[config.mk]
export PLATFORM = sky130hd
export DESIGN_NAME = infer_sequencer
export DESIGN_NICKNAME = d
export VERILOG_FILES = /design/src/rtl/infer_pkg.sv /design/src/rtl/infer_sequencer_run_slot.sv /design/src/rtl/infer_sequencer.sv
export SDC_FILE = /design/constraint.sdc
export NUM_CORES = 1
export LEC_CHECK = 0
export ABC_AREA = 0
export BUFFER_PORTS_ARGS = -buffer_cell sky130_fd_sc_hd__buf_2
export CAP_MARGIN = 20
export CORE_ASPECT_RATIO = 1.75
export CORE_UTILIZATION = 55
export DETAILED_ROUTE_END_ITERATION = 7
export GPL_ROUTABILITY_DRIVEN = 0
export PLACE_DENSITY = 0.79
export SLEW_MARGIN = 10
export SYNTH_ARGS = -nofsm -noshare
export SYNTH_HDL_FRONTEND = slang
export SYNTH_SLANG_ARGS = --single-unit
[constraint.sdc]
create_clock -name clk -period 2.7 [get_ports clk]
set_input_delay 0.27 -clock clk [delete_from_list [all_inputs] [get_ports clk]]
set_output_delay 0.27 -clock clk [all_outputs]
set_load 0.02 [all_outputs]
[src/rtl/infer_pkg.sv]
// Shared encodings for the inference sequencer: opcodes, status codes and FSM states.
package infer_pkg;

  typedef logic [1:0] opcode_t;
  localparam opcode_t OP_IDLE  = 2'd0;
  localparam opcode_t OP_WRITE = 2'd1;
  localparam opcode_t OP_RUN   = 2'd2;
  localparam opcode_t OP_ABORT = 2'd3;

  typedef logic [1:0] status_t;
  localparam status_t STAT_IDLE  = 2'd0;
  localparam status_t STAT_BUSY  = 2'd1;
  localparam status_t STAT_VALID = 2'd2;
  localparam status_t STAT_ERROR = 2'd3;

  typedef logic [1:0] state_t;
  localparam state_t S_IDLE   = 2'd0;
  localparam state_t S_READ   = 2'd1;
  localparam state_t S_SETTLE = 2'd2;
  localparam state_t S_DONE   = 2'd3;

endpackage

[src/rtl/infer_sequencer_run_slot.sv]
// One-deep holding slot for a run request that arrives while the sequencer is busy.
module run_slot
  import infer_pkg::*;
#(
  parameter int TIMER_W = 8
) (
  input  logic               clk,
  input  logic               rstn,
  input  logic               clr_i,
  input  logic               push_i,
  input  logic               pop_i,
  input  logic [TIMER_W-1:0] rd_len_i,
  input  logic [TIMER_W-1:0] st_len_i,
  output logic               valid_o,
  output logic [TIMER_W-1:0] rd_len_o,
  output logic [TIMER_W-1:0] st_len_o
);

  logic               valid_q, valid_d;
  logic [TIMER_W-1:0] rd_q, rd_d;
  logic [TIMER_W-1:0] st_q, st_d;

  // A push in the same cycle as a pop refills the slot.
  always_comb begin
    valid_d = valid_q;
    rd_d    = rd_q;
    st_d    = st_q;
    if (pop_i) valid_d = 1'b0;
    if (push_i) begin
      valid_d = 1'b1;
      rd_d    = rd_len_i;
      st_d    = st_len_i;
    end
    if (clr_i) begin
      valid_d = 1'b0;
      rd_d    = '0;
      st_d    = '0;
    end
  end

  always_ff @(posedge clk or negedge rstn) begin
    if (!rstn) begin
      valid_q <= 1'b0;
      rd_q    <= '0;
      st_q    <= '0;
    end else begin
      valid_q <= valid_d;
      rd_q    <= rd_d;
      st_q    <= st_d;
    end
  end

  assign valid_o  = valid_q;
  assign rd_len_o = rd_q;
  assign st_len_o = st_q;

endmodule

[src/rtl/infer_sequencer.sv]
// Sequences pattern-memory writes and read/settle/capture runs for the inference aggregator.
//   state  | meaning
//   IDLE   | waiting for a write or run
//   READ   | memory read + counting, read_len cycles
//   SETTLE | counting only, settle_len cycles
//   DONE   | one cycle; aggregator result captured at its end
module infer_sequencer
  import infer_pkg::*;
#(
  parameter int DATA_W  = 19,
  parameter int TIMER_W = 8,
  parameter int RES_W   = 4,
  parameter int ADDR_W  = 7
) (
  input  logic              clk,
  input  logic              rstn,
  input  logic [1:0]        opcode_i,
  input  logic [DATA_W-1:0] data_in,
  output logic              mem_wen_o,
  output logic [DATA_W-1:0] mem_wdata_o,
  output logic              mem_ren_o,
  output logic              mem_clr_o,
  output logic              count_en_o,
  input  logic [RES_W-1:0]  result_i,
  input  logic              settled_i,
  output logic [RES_W-1:0]  result_o,
  output logic              result_valid_o,
  input  logic              result_ack_i,
  output logic [1:0]        status_o,
  output logic [ADDR_W:0]   wr_count_o
);

  state_t             state_q, state_d;
  logic [TIMER_W-1:0] timer_q, timer_d;
  logic [TIMER_W-1:0] settle_q, settle_d;
  logic               wen_q, wen_d;
  logic [DATA_W-1:0]  wdata_q, wdata_d;
  logic               clr_q;
  logic [RES_W-1:0]   res_q, res_d;
  logic               valid_q, valid_d;
  logic               err_q, err_d;
  logic [ADDR_W:0]    wr_cnt_q, wr_cnt_d;

  logic               run_req, wr_req, abort, wr_ok, capture;
  logic               launch, err_set, slot_push, slot_pop, slot_valid;
  logic [TIMER_W-1:0] run_rd, run_st, slot_rd, slot_st, l_rd, l_st;

  assign run_req = (opcode_i == OP_RUN);
  assign wr_req  = (opcode_i == OP_WRITE);
  assign abort   = (opcode_i == OP_ABORT);
  assign run_rd  = data_in[TIMER_W-1:0];
  assign run_st  = data_in[2*TIMER_W-1:TIMER_W];
  assign wr_ok   = wr_req && (state_q == S_IDLE) && !wr_cnt_q[ADDR_W];
  assign capture = (state_q == S_DONE) && !abort;

  run_slot #(.TIMER_W(TIMER_W)) u_slot (
    .clk      (clk),
    .rstn     (rstn),
    .clr_i    (abort),
    .push_i   (slot_push),
    .pop_i    (slot_pop),
    .rd_len_i (run_rd),
    .st_len_i (run_st),
    .valid_o  (slot_valid),
    .rd_len_o (slot_rd),
    .st_len_o (slot_st)
  );

  always_comb begin
    state_d   = state_q;
    timer_d   = timer_q;
    settle_d  = settle_q;
    launch    = 1'b0;
    l_rd      = slot_rd;
    l_st      = slot_st;
    slot_pop  = 1'b0;
    slot_push = 1'b0;
    err_set   = 1'b0;
    case (state_q)
      S_IDLE: begin
        if (slot_valid) begin
          launch   = 1'b1;
          slot_pop = 1'b1;
        end else if (run_req) begin
          launch = 1'b1;
          l_rd   = run_rd;
          l_st   = run_st;
        end
      end
      S_READ: begin
        if (timer_q > TIMER_W'(1)) timer_d = timer_q - TIMER_W'(1);
        else if (settle_q != '0) begin
          state_d = S_SETTLE;
          timer_d = settle_q;
        end else begin
          state_d = S_DONE;
          timer_d = '0;
        end
      end
      S_SETTLE: begin
        if (timer_q > TIMER_W'(1)) timer_d = timer_q - TIMER_W'(1);
        else begin
          state_d = S_DONE;
          timer_d = '0;
        end
      end
      default: begin
        if (slot_valid) begin
          launch   = 1'b1;
          slot_pop = 1'b1;
        end else state_d = S_IDLE;
      end
    endcase
    // Runs not launched directly go to the slot, or are dropped if it stays full.
    if (run_req && !(state_q == S_IDLE && !slot_valid)) begin
      if (slot_valid && !slot_pop) err_set = 1'b1;
      else slot_push = 1'b1;
    end
    if (launch) begin
      settle_d = l_st;
      if (l_rd != '0) begin
        state_d = S_READ;
        timer_d = l_rd;
      end else if (l_st != '0) begin
        state_d = S_SETTLE;
        timer_d = l_st;
      end else begin
        state_d = S_DONE;
        timer_d = '0;
      end
    end
    if (wr_req && !wr_ok) err_set = 1'b1;
    if (capture && ((valid_q && !result_ack_i) || !settled_i)) err_set = 1'b1;
    wen_d    = wr_ok;
    wdata_d  = wr_ok ? data_in : '0;
    wr_cnt_d = wr_ok ? wr_cnt_q + (ADDR_W+1)'(1) : wr_cnt_q;
    res_d    = capture ? result_i : res_q;
    valid_d  = capture ? 1'b1 : (result_ack_i ? 1'b0 : valid_q);
    err_d    = err_q | err_set;
    if (abort) begin
      state_d   = S_IDLE;
      timer_d   = '0;
      settle_d  = '0;
      slot_push = 1'b0;
      slot_pop  = 1'b0;
      wen_d     = 1'b0;
      wdata_d   = '0;
      wr_cnt_d  = '0;
      valid_d   = 1'b0;
      err_d     = 1'b0;
    end
  end

  always_ff @(posedge clk or negedge rstn) begin
    if (!rstn) begin
      state_q  <= S_IDLE;
      timer_q  <= '0;
      settle_q <= '0;
      wen_q    <= 1'b0;
      wdata_q  <= '0;
      clr_q    <= 1'b0;
      res_q    <= '0;
      valid_q  <= 1'b0;
      err_q    <= 1'b0;
      wr_cnt_q <= '0;
    end else begin
      state_q  <= state_d;
      timer_q  <= timer_d;
      settle_q <= settle_d;
      wen_q    <= wen_d;
      wdata_q  <= wdata_d;
      clr_q    <= abort;
      res_q    <= res_d;
      valid_q  <= valid_d;
      err_q    <= err_d;
      wr_cnt_q <= wr_cnt_d;
    end
  end

  always_comb begin
    status_o = STAT_IDLE;
    if (err_q) status_o = STAT_ERROR;
    else if (state_q != S_IDLE || slot_valid) status_o = STAT_BUSY;
    else if (valid_q) status_o = STAT_VALID;
  end

  assign mem_wen_o      = wen_q;
  assign mem_wdata_o    = wdata_q;
  assign mem_ren_o      = (state_q == S_READ);
  assign mem_clr_o      = clr_q;
  assign count_en_o     = (state_q == S_READ) || (state_q == S_SETTLE);
  assign result_o       = res_q;
  assign result_valid_o = valid_q;
  assign wr_count_o     = wr_cnt_q;

endmodule

==> results of run 1 <==
==> stage by stage <==
stage | total power (µW) | setup WS [ps] | instances | hold slack, ps
after floorplan | 3080 | 746 | 329 | -25.6
after global routing | 4800 | 80.7 | 476 | 126
after detailed placement | 3590 | 295 | 460 | 366
final | 4550 | 248 | 476 | 123
after CTS | 4540 | 266 | 476 | 111
after global placement | 3540 | 368 | 460 | 347
==> registers in the layout, indices dropped and copies added (netlist names) <==
| signal | flops |
|---|---|
| settle_q | 8 |
| state_q | 2 |
| timer_q | 8 |
| wr_count_o | 8 |
| result_valid_o | 1 |
| u_slot.rd_len_o | 8 |
| u_slot.valid_o | 1 |
| mem_clr_o | 1 |
| mem_wdata_o | 19 |
| result_o | 4 |
| err_q | 1 |
| u_slot.st_len_o | 8 |
| mem_wen_o | 1 |
==> worst max-delay path, delay by kind of cell, from the launching register on <==
kind                     cells  cell delay (ps)
multiplexers                 1              260
AO/OA/AOI/OAI                2              460
adder cells (fa/ha/maj)      1              420
buffers and inverters        2              350
AND/OR/NAND/NOR              1              450
flip-flops                   1              400
==> power by group <==
group / switching, µW / internal [µW]
Clock: 379 / 566
Combinational: 1180 / 836
Sequential: 267 / 1330
Total: 1820 / 2730
==> layer usage <==
metal	routed length (µm)	global-route usage, %
met1	3150	28.1
met2	4520	48.5
met3	366	5.64
met4	524	22.4
met5	0	0
==> cells by family (layout without fill, tap and decap cells) <==
group	Yosys count	count (layout)	synth area share, %
muxes	13	13	4.10
DFF	70	70	50.4
adders and majority gates	7	7	2.52
and+or+nand+nor	112	112	18.2
AOI/OAI and AO/OA	88	88	18.3
xor gates and xnor gates	9	9	2.27
buffers and inverters	30	97	4.32
==> what timing repair did <==
item	CTS	global route
hold endpoints to repair	30	0
setup endpoints to repair	0	0
gates resized for setup	0	0
hold buffers	1	0
==> worst paths after layout <==
path,start,to,slack [ps],depth (start not counted)
max,state_q[0]$_DFFE_PN0P_,timer_q[4]$_DFFE_PN0P_,250,7
min,data_in[17],mem_wdata_o[17]$_DFF_PN0_,120,2
max reg2reg,state_q[0]$_DFFE_PN0P_,timer_q[4]$_DFFE_PN0P_,250,7
min reg2reg,result_o[1]$_DFFE_PN0P_,result_o[1]$_DFFE_PN0P_,500,1
max in group asynchronous,rstn,u_slot.st_len_o[7]$_DFFE_PN0P_,1540,3
min in group asynchronous,rstn,state_q[1]$_DFFE_PN0P_,510,2
==> layout make-up <==
type	instances	share of cell area, %
repair buffers	72	9.54
multi-input cells	229	38.9
flip-flops and latches	70	42.8
inverters	10	0.917
clock buffers	12	3.79
clock inverters	3	1.65
well taps	80	2.44
==> cells in the final DEF, fill, tap and decap left out, types with 3 or more instances in the layout <==
cell      synthesis  layout
dfrtp_1          70      70
buf_2             6      66
nor2_1           30      30
and2_1           22      22
nand2_1          20      20
a22o_1           17      17
a21oi_1          16      16
a31oi_1          11      11
clkbuf_8          0      11
inv_1            10      10
nor4_1            9       9
o21ai_0           8       8
ha_1              7       7
o22ai_1           6       6
mux2i_1           6       6
mux2_2            6       6
xor2_1            5       5
nand3_1           5       5
a211oi_1          5       5
xnor2_1           4       4
o221ai_1          4       4
a32o_1            4       4
buf_4             4       4
nor2b_1           3       3
and3_1            3       3
a221o_1           3       3
==> metrics.txt, run 1 <==
Post-DP Area slightly below 0.004 mm²; Final Hold Viols 0; initial antenna violation count 0; gr ovfl total 0; H-tree levels 3; Mapped Nets approximately 370; Slew Limit Fails 0; top-count cell post-synth dfrtp_1; crit share post-route approximately nine tenths; sequential share of the synthesized area a little over 50%; DRT antenna net count 0; Worst slew margin about 51%; share of cells above drive strength 1 approximately 25%; Setup Skew 5.39 ps; critical path arrival 2690 ps; WL final between 8 and 9 mm; worst slew pin tran 732 ps; peak supply drop between 600 and 700 µV; Post-synth top cells 70 x dfrtp_1, 30 x nor2_1, 22 x and2_1; Final Instance Area approximately 0.0041 mm²; #FFs+latches synth 70; WS Path Type flip-flop to flip-flop; area occupied by multi-input gates approximately 0.0016 mm²; postcts setup bufs 0; outcome finished clean; Clk pin slew, worst setup/hold paths 70 ps; CTS Buf Count 9; first-pass GRT wire length roughly 14 mm; CP Data Required Time ~3000 ps; fin nets ~430; Async S/R FF share, synth between 90% and 100%; Slowest cell on crit path and4bb_1; RSZ-0062 raised after global routing false; Clock Path Buffers 2; Vias/cell 6.00; post-synthesis cell type count 54; Synth area leaders dfrtp_1 50%, a22o_1 4.3%, and2_1 4.0%; Critical Path Fanout Max 12; die height 107 µm; clk root buf clkbuf_8; CORE AREA just over 0.006 mm²; ys flop type dfrtp_1; synthesized cell area 0.00348 mm²; synthesized instance count 329; Final TNS setup 0 ps; EDFF count, synth 0; Leak Pwr approximately 0.002 µW; clock sink total 70; all-layer global routing usage ~28%; drc violations 0; initial core utilization a little under three fifths; Startpoint Class flip-flop; vias 2856; TritonCTS clock tree built; Pre-Repair DR Iteration Count 5; clk_lat worst skew between 300 and 400 ps; PortBufs 66; DR WL/cell around 18 µm; vias in the first global route approximately 2900; row count 38; io pins 67; Core Util, Final 66.7%; Setup Viol. Count Final 0; # diodes 0; crit-path cells inv_1 > ha_1 > and4bb_1 > buf_4 > mux2i_1 > o221ai_1 > a32o_1; Area Overhead vs Synth 17.7%; Setup crit end kind flip-flop; largest net degree at the start of global routing between 40 and 50; maxcap violations 0; DRT iter0 DRCs 193; Synth area leader dfrtp_1; DIE WIDTH 62.1 µm; Max Clk Rate 0.408 GHz; minimum clock period roughly 2500 ps; YS warnings 0; Avg Cell Area, Syn roughly 11 µm²; PwrDens 1110 mW/mm²; # fillers 500; crit-path max cell delay 450 ps; Hold WC Path Type primary input to flip-flop; Post-DP HPWL 6.32 mm; Die ar. 0.00666 mm²; FF+latch area between 0.0015 and 0.002 mm²; Yosys top cell area share between 50% and 60%
Note: power is estimated with default switching activity, not from simulation.
==> inputs of run 2 (changes only) <==
Settings changed: SYNTH_HIERARCHICAL set to 1.
==> run 2 against run 1 <==
Global-route usage decreased by 1.2 points. Sequential share of layout area decreased by 0.48 points. Wire length decreased by 0.84%. Combinational power about the same. Critical path depth unchanged. Flip-flop and latch count unchanged. Die area increased by 1.5%. Sequential power about the same. Critical path type unchanged. Largest power group unchanged. Highest routed layer unchanged.
==> metrics.txt, run 2 <==
outcome finished clean; clk_lat worst skew 350 ps (about the same); Setup crit end kind flip-flop; r2r endpoint timer_q[4]$_DFFE_PN0P_; share of cells above drive strength 1 25.5% (+0.54 points); Slew Limit Fails 0 (unchanged); Setup Skew 10.8 ps (+5.37 ps); Synth area leaders dfrtp_1 50%, mux2i_1 6.2%, nor2_1 5.2%; critical path arrival 2590 ps (-100 ps); Avg Cell Area, Syn 10.3 µm² (-2.3%); first-pass GRT wire length 13.5 mm (-1.5%); Die ar. 0.00676 mm² (+1.5%); # diodes 0 (unchanged); Gate power share 45.2% (+1.0 points); hold_sp data_in[18]; synthesized instance count 342 (+4.0%); Setup Viol. Count Final 0 (unchanged); Worst slew margin 61.3% (+10 points); most common cell after layout, fill and taps aside dfrtp_1; EDFF count, synth 0 (unchanged); row count 38 (unchanged); H-tree levels 3 (unchanged); #FFs+latches synth 70 (unchanged); minimum clock period 2360 ps (-95.5 ps); CORE AREA 0.00618 mm² (+0.78%); clock sink total 70 (unchanged); top-count cell post-synth dfrtp_1; WL final 8.48 mm (-0.84%); area occupied by multi-input gates 0.00164 mm² (+2.8%); FF+latch area 0.00175 mm² (unchanged); worst reg2reg path depth 7 (unchanged); die height 108 µm (+0.77%); all-layer global routing usage 26.5% (-1.2 points); ys flop type dfrtp_1; peak supply drop 559 µV (-17%); WS Path Type flip-flop to flip-flop; hold endpoint mem_wdata_o[18]$_DFF_PN0_; DR WL/cell 17.1 µm (-4.6%); Tot Pwr 4440 µW (-2.4%); R2R Path Start state_q[0]$_DFFE_PN0P_; clk root buf clkbuf_8; Critical Path Fanout Max 7 (-5); post-synthesis cell type count 60 (+11%); Yosys top cell area share 49.6% (-0.78 points); PwrDens 1070 mW/mm² (-3.5%); max FFs per register 19 (unchanged); fin nets 446 (+4.2%); Clock Path Buffers 2 (unchanged); Post-DP HPWL 6.10 mm (-3.5%); YS warnings 6 (+6); Synth area leader dfrtp_1; gr ovfl total 0 (unchanged); drc violations 0 (unchanged); most frequent cells in the layout 70 x dfrtp_1, 66 x buf_2, 49 x nor2_1, 22 x mux2i_1, 20 x and2_1; initial antenna violation count 0 (unchanged); initial core utilization 57.2% (+0.45 points); vias in the first global route 2848 (-0.25%); Clk pin slew, worst setup/hold paths 80 ps (about the same); # fillers 499 (-0.20%); reg2reg setup slack 340 ps (+100 ps); Sw Pwr 1850 µW (+1.4%); postcts setup bufs 0 (unchanged); Leak Pwr 0.00199 µW (+2.3%); Mapped Nets 378 (+3.6%); worst slew pin tran 577 ps (-155 ps); clock share of power 18.5% (-2.2 points); Resize count post-CTS 0 (unchanged); WHS Path Cells 2 (unchanged); TritonCTS clock tree built; Max Clk Rate 0.424 GHz (+4.1%); Net Sw Frac 41.6% (+1.6 points); Async S/R FF share, synth 100% (unchanged); maxcap violations 0 (unchanged); CP Data Required Time 2930 ps (about the same); Hold WC Path Type primary input to flip-flop; Startpoint Class flip-flop; RSZ-0062 raised after global routing false; DRT antenna net count 0 (unchanged); DRT iter0 DRCs 160 (-17%); CTS Buf Count 9 (unchanged); Post-synth top cells 70 x dfrtp_1, 49 x nor2_1, 22 x mux2i_1; CTS Hold Bufs 1 (unchanged); P_int 2590 µW (-5.0%); PortBufs 66 (unchanged); largest net degree at the start of global routing 71 (+73%); Area Overhead vs Synth 17.2%; Vias/cell 5.95 (-0.88%); DIE WIDTH 62.6 µm (+0.76%); vias 2944 (+3.1%); Final Hold Viols 0 (unchanged); crit share post-route 87.3% (-3.5 points); synthesized cell area 0.00353 mm² (+1.6%); sequential share of the synthesized area 49.6% (-0.78 points); part of the power in registers 36.4% (+1.3 points); Pre-Repair DR Iteration Count 4 (-1); Final TNS setup 0 ps (unchanged); io pins 67 (unchanged)
[run 2: changes by cell type after synthesis, sizes merged, moves of 3 or more]
cell and delta:
a211oi +6, a21oi -10, a22o -17, a311oi +4
mux2 -3, mux2i +17, nand2 -3, nor2 +21
nor3 +6, nor4 -4, o22ai -7, or4 +4
[run 2: per-stage QoR]
stage | cells | util [%] | worst slack [ps] | hold WS (ps) | area [µm²]
after floorplan | 342 | - | 689 | -25.6 | 3530
after global placement | 478 | 63.7 | 468 | 319 | 3940
after detailed placement | 478 | 63.7 | 390 | 340 | 3940
after CTS | 495 | 67.0 | 366 | 106 | 4140
after global routing | 495 | 67.0 | 233 | 112 | 4140
final | 495 | 67.0 | 343 | 122 | 4140
[run 2: kinds of logic (layout without fill, tap and decap cells)]
kind of cell	after synthesis	after routing	share of synthesized area, %
AND/OR/NAND/NOR	133	133	19.7
flip-flops	70	70	49.6
adder cells (fa/ha/maj)	7	7	2.48
multiplexers	27	27	7.90
buffers and inverters	31	104	4.71
XOR/XNOR	9	9	2.23
AO/OA/AOI/OAI	65	65	13.4
[run 2: cell type report]
cell class,count,area share [%]
flip-flops and latches,70,42.3
multi-input cells,241,39.5
repair buffers,75,9.97
clock buffers,10,3.08
well taps,80,2.42
clock inverters,6,1.51
inverters,13,1.18
[run 2: power by group through the flow]
stage | registers [µW] | logic (µW) | clock network, µW
2_1_floorplan | 1630 | 1430 | 0
3_3_place_gp | 1610 | 1920 | 0
3_5_place_dp | 1620 | 1980 | 0
4_1_cts | 1610 | 1990 | 837
5_1_grt | 1640 | 2190 | 871
6_report | 1620 | 2010 | 820
[run 2: how the worst max path moves through the flow]
stage                                      start                              to
after floorplan           state_q[0]$_DFFE_PN0P_  u_slot/rd_len_o[0]$_DFFE_PN0P_
after global placement    state_q[0]$_DFFE_PN0P_          timer_q[4]$_DFFE_PN0P_
after detailed placement  state_q[1]$_DFFE_PN0P_          timer_q[4]$_DFFE_PN0P_
after CTS                 state_q[0]$_DFFE_PN0P_          timer_q[4]$_DFFE_PN0P_
after global routing      state_q[1]$_DFFE_PN0P_          timer_q[4]$_DFFE_PN0P_
final                     state_q[0]$_DFFE_PN0P_          timer_q[4]$_DFFE_PN0P_
[run 2: worst max-delay path, cell delays in order (launching register included)]
cell and delay [ps]:
dfrtp_1 420, inv_1 100, ha_1 240, nor2b_4 210, nand3b_1 300, mux2i_2 480
o221ai_1 200, a32o_1 280
[run 2: per-layer routing]
metal | part of all wire (%) | GRT usage (%) | wire, µm
met1 | 38 | 28.6 | 3230
met2 | 53 | 46.1 | 4470
met3 | 4.6 | 5.70 | 388
met4 | 4.7 | 17.6 | 396
met5 | 0 | 0 | 0
